--- src/rtl/counter.sv ---
// Up/down counter with synchronous parallel load and a synchronous high-active reset.
// Priority on each rising edge: reset, then load, then inc/dec, then hold.
module counter #(
  parameter int WIDTH = 8
) (
  input  logic             clk,
  input  logic             rst_n,
  input  logic             load,
  input  logic             inc,
  input  logic [WIDTH-1:0] d,
  output logic [WIDTH-1:0] q,
  input  logic             dec
);

  localparam logic [WIDTH-1:0] ONE = WIDTH'(1);

  logic [WIDTH-1:0] r_count;
  logic [WIDTH-1:0] w_next;

  // inc and dec together cancel out, so only a lone enable moves the count.
  always_comb begin
    w_next = r_count;
    if (load) begin
      w_next = d;
    end else if (inc && !dec) begin
      w_next = r_count + ONE;
    end else if (dec && !inc) begin
      w_next = r_count - ONE;
    end
  end

  // Despite its name, rst_n is high-active.
  always_ff @(posedge clk) begin
    if (rst_n) begin
      r_count <= '0;
    end else begin
      r_count <= w_next;
    end
  end

  assign q = r_count;

endmodule

--- config.mk ---
export PLATFORM = sky130hd
export DESIGN_NAME = counter
export DESIGN_NICKNAME = d
export VERILOG_FILES = /design/src/rtl/counter.sv
export SDC_FILE = /design/constraint.sdc
export NUM_CORES = 1
export LEC_CHECK = 0
export ABC_AREA = 1
export CORE_MARGIN = 2
export CORE_UTILIZATION = 35
export CTS_BUF_LIST = sky130_fd_sc_hd__clkbuf_4 sky130_fd_sc_hd__clkbuf_8
export DETAILED_ROUTE_END_ITERATION = 6
export PLACE_DENSITY_LB_ADDON = 0.3
export SYNTH_ARGS = -nofsm -noshare
export SYNTH_HDL_FRONTEND = slang
export SYNTH_SLANG_ARGS = --single-unit
--- constraint.sdc ---
create_clock -name clk -period 1.6 [get_ports clk]
set_input_delay 0.32 -clock clk [delete_from_list [all_inputs] [get_ports clk]]
set_output_delay 0.32 -clock clk [all_outputs]
set_load 0.01 [all_outputs]
=== After elaboration in Yosys (flattened, before gate mapping) ===
Index checks and enable logic that the tools add are counted.

* Flip-flop bits (word level): 8
* Bits of input ports: 13
* Output and inout bits: 8
* Word-level logic and storage cells: 11

* Add/subtract/negate cells: 2
* Mux-type cells: 3
* Reduce and logical (&&, ||, !) cells: 5

{| class="wikitable"
|+ Operators with widths
! operator !! number
|-
| 8-bit 2-to-1 mux || 3
|-
| 8-bit by 1-bit adder with 8-bit output, second input constant || 1
|-
| 8-bit by 1-bit subtractor with 8-bit output, second input constant || 1
|-
| 3-bit nonzero test || 1
|-
| 1-bit logical AND || 2
|-
| 1-bit logical NOT || 2
|}

=== Depth between registers and ports, before layout ===
* Word-level depth: 5
* Mapped depth: 11
* Depth with buffers taken out: 11

=== Worst setup path before layout ===
Ideal clock, no wire load.

* Kind: input port to flip-flop
* Start point: input dec
* End point: register r_count[7] (netlist: q[7])
* Setup time: 0.114 ns
* Arrival: 1.549 ns
* Required time: 1.486 ns
* Path slack: -0.062 ns
* Stages: 10
* Buffers on the path: 0
* Path through: inv_1 -> nand2_1 -> ha_1 -> or2_4 -> nand3_2 -> nand2_1 -> nand2_1 -> nand3_1 -> nand2_1 -> a21oi_2

* Word-level cells in the longest chain between the ends: 4
* Elaborated cells between the ends (all ways): 6
* Classes of those cells: mux: 2; reduce/logical: 4

{| class="wikitable"
|+ Ends and longest elaborated chain
! element !! RTL line !! RTL
|-
| from (decl) || 12 || <nowiki>input logic dec</nowiki>
|-
| 1-bit logical NOT || 25 || <nowiki>end else if (inc && !dec) begin</nowiki>
|-
| 1-bit logical AND || 25 ||
|-
| 8-bit 2-to-1 mux || 25 ||
|-
| 8-bit 2-to-1 mux || 23 || <nowiki>if (load) begin</nowiki>
|-
| to (signal assigned) || 37 || <nowiki>r_count <= w_next;</nowiki>
|-
| to (decl) || 17 || <nowiki>logic [WIDTH-1:0] r_count;</nowiki>
|}

Parallel ways exist; a longest one is shown, timed or not.
A chain may end at the register's enable or synchronous reset.

=== Worst setup path in the final report ===
* Start point: register r_count[1] (netlist: q[1])
* End point: output q[1]

{| class="wikitable"
|+ RTL lines
! element !! RTL line !! RTL
|-
| to (decl) || 11 || <nowiki>output logic [WIDTH-1:0] q,</nowiki>
|}

No word-level cell between the ends.

==> impl_metrics.toml <==
[setup_path]
arrival_ns = 1.23
crit_family = "buffers and inverters"
slowest_stage = "clkdlybuf4s50_1"
critical_path_class = "reg2out"
crit_start = "q[1]$_SDFFE_PP0P_"
r2r_end = "q[4]$_SDFFE_PP0P_"
crit_path_start_kind = "register"
regToRegSetupSlack_ns = 0.15
crit_end = "q[1]"
crit_path_end_kind = "output pin"
worstReg2RegStart = "q[1]$_SDFFE_PP0P_"
crit_required_ns = 1.28
rr_worst_depth = 8
path_buf_inv = 1
path_cells = "clkdlybuf4s50_1"
cp.depth = 1
max_stage_delay_ns = 0.57
worstPathMaxFanout = 4

[timing]
rsz0062_at_grt = "no"
setup_viol = 0
hold_slack_ns = 0.492
final-hold-violation-count = 0
slew_headroom = 0.828
fmax_mhz = 643
fin_worst_skew_ns = 0.00430
finalCritPeriodShare = 0.972
slew_viol_final = 0
period_needed_ns = 1.55
tightestPinTransition_ns = 0.258

[cells_and_area]
final_cell_area_mm2 = 0.00112
nets = 173
diodes = 0
layout-drive-gt1-share = 0.253
areaGrowthSynthToFinish_pct = 52.2
largest_register_ffs = 8
fillers = 180

[global_routing]
grt_overflow = 0
antenna_found_initial = 0
grtUsageTotal = 0.171
grt_pass1_wl_mm = 3.30
grt_max_degree = 14
grt_pass1_vias = 796

[flow_run]
drv_cap = 0

[floorplanning]
coreArea_mm2 = 0.00198
die_x_um = 49.9
io_pins = 21
die_y_um = 49.9
row_count = 16
start_util = 0.372
dieArea_mm2 = 0.00249

[placed_design]
place_area_mm2 = 0.00103
dp_hpwl_mm = 1.43
place.gp.congestion = 0.883
placement.io_buffers = 20

[synth]
yosysSeqAreaShare = 0.217
syn_nets = 135
yosys_warnings = 0
synth_area_um2 = 738
ys_top_cells_by_area = "dfxtp_1, nand2_1, ha_1"
synth_top_area_frac = 0.217
yosysUniqueCellTypes = 21
ys_ff_latch = 8
synth_area_leader_cell = "dfxtp_1"
syn_avg_cell_area_um2 = 6.48
syn_inst = 114

[detailed_routing]
vias_per_cell = 4.78
top_layer = "met4"
dr_wl_met3_um = 84
wl_met2_um = 899
wire_per_inst_um = 11.0
drtAntennaViolNets = 0
drtPass1Iterations = 4
drt_iter0_markers = 23
wl_met1_um = 911
vias = 846
wirelength_mm = 1.94
drc = 0

[clock_tree]
clockBufferDepth = 2
cts_tree = "yes"
ctsRootBufferMaster = "clkbuf_4"
path_clk_slew_ns = 0.06
worstSkewPairLatency_ns = 0.27
cts_sinks = 8
cts_buffers = 3
ctsHoldBuffers = 0
htree_levels = 1

[status]
status = "finished, final reports clean"

[pwr]
peakVddDrop_v = 0.000434
p_leak_uw = 0.000570
power_uw = 857
powerDensity_mw_per_mm2 = 762

[hold_path]
hold_class = "reg2reg"
## layout by cell type, fill, tap and decap left out, types with 5 or more instances in the layout
master / n
ha_1: 6
o21ai_1: 8
nand2_1: 30
a21oi_1: 5
dfxtp_1: 8
clkdlybuf4s50_1: 17
buf_4: 13
inv_1: 16
nand2_2: 6
nand3_1: 10
## through the flow
| stage | setup TNS (ns) | util | setup slack, ns | cells |
|---|---|---|---|---|
| after CTS | 0 | 0.561 | 0.0104 | 176 |
| after global routing | 0 | 0.567 | 0.0000153 | 177 |
| final | 0 | 0.567 | 0.0455 | 177 |
| after floorplan | 0 | - | 0.0302 | 114 |
| after global placement | -2.93 | 0.521 | -0.521 | 169 |
| after detailed placement | -3.21 | 0.521 | -0.557 | 169 |
## worst register-to-register path: stages (launching register included)
cell and delay [ns]:
dfxtp_1 0.35, fa_2 0.38, nand2_2 0.08, nand2_2 0.06
nand2_2 0.07, inv_1 0.05, or2_0 0.19, nand3_1 0.07
a31oi_1 0.07
## repair_timing
item	CTS	global route
pin swaps	4	7
gates cloned	1	0
resized for setup	11	7
setup endpoints to repair	7	5
buffers inserted	3	1
## power by group
| group | internal (µW) | switching (µW) |
|---|---|---|
| sequential | 222 | 23.5 |
| combinational | 225 | 218 |
| clock | 86.7 | 80.6 |
## cell usage after synthesis
cell type	n
nand3_1	11
nand3b_4	1
o21ai_1	8
inv_2	1
nand2_1	35
or2_4	1
nand2_2	1
nand3_2	2
or2_0	2
a21oi_1	6
a31oi_1	4
a21oi_2	1
dfxtp_1	8
buf_2	1
or2_2	1
ha_1	7
fa_1	1
inv_1	17
buf_6	1
nor2_1	4
nand3b_1	1
## area by class of cell
type                    instances  area (µm²)  area share
clock buffers                   3        22.5      0.0200
inverters                      18        67.6      0.0601
multi-input cells              87         542       0.482
flip-flops and latches          8         160       0.143
well taps                      27        33.8      0.0301
repair buffers                 34         298       0.265
## per-layer routing
layer	global-route usage	vias up
met4	0.0880	0
met1	0.217	372
li1	-	444
met5	0	-
met3	0.0303	7
met2	0.276	23
## worst min-delay path by stage
stage,depth (start not counted),slack (ns),start,endpoint
after floorplan,1,0.38,rst_n,q[7]$_SDFFE_PP0P_
after global placement,2,0.49,q[6]$_SDFFE_PP0P_,q[6]$_SDFFE_PP0P_
after detailed placement,2,0.48,q[6]$_SDFFE_PP0P_,q[6]$_SDFFE_PP0P_
after CTS,2,0.49,q[6]$_SDFFE_PP0P_,q[6]$_SDFFE_PP0P_
after global routing,2,0.54,q[6]$_SDFFE_PP0P_,q[6]$_SDFFE_PP0P_
final,2,0.49,q[6]$_SDFFE_PP0P_,q[6]$_SDFFE_PP0P_
## cell families after synthesis
family,after synthesis,synth area share
AND/OR/NAND/NOR,59,0.383
buffers and inverters,20,0.114
AO/OA/AOI/OAI,19,0.141
adder cells (fa/ha/maj),8,0.146
flip-flops,8,0.217
Power figures use the tool's default switching activity.
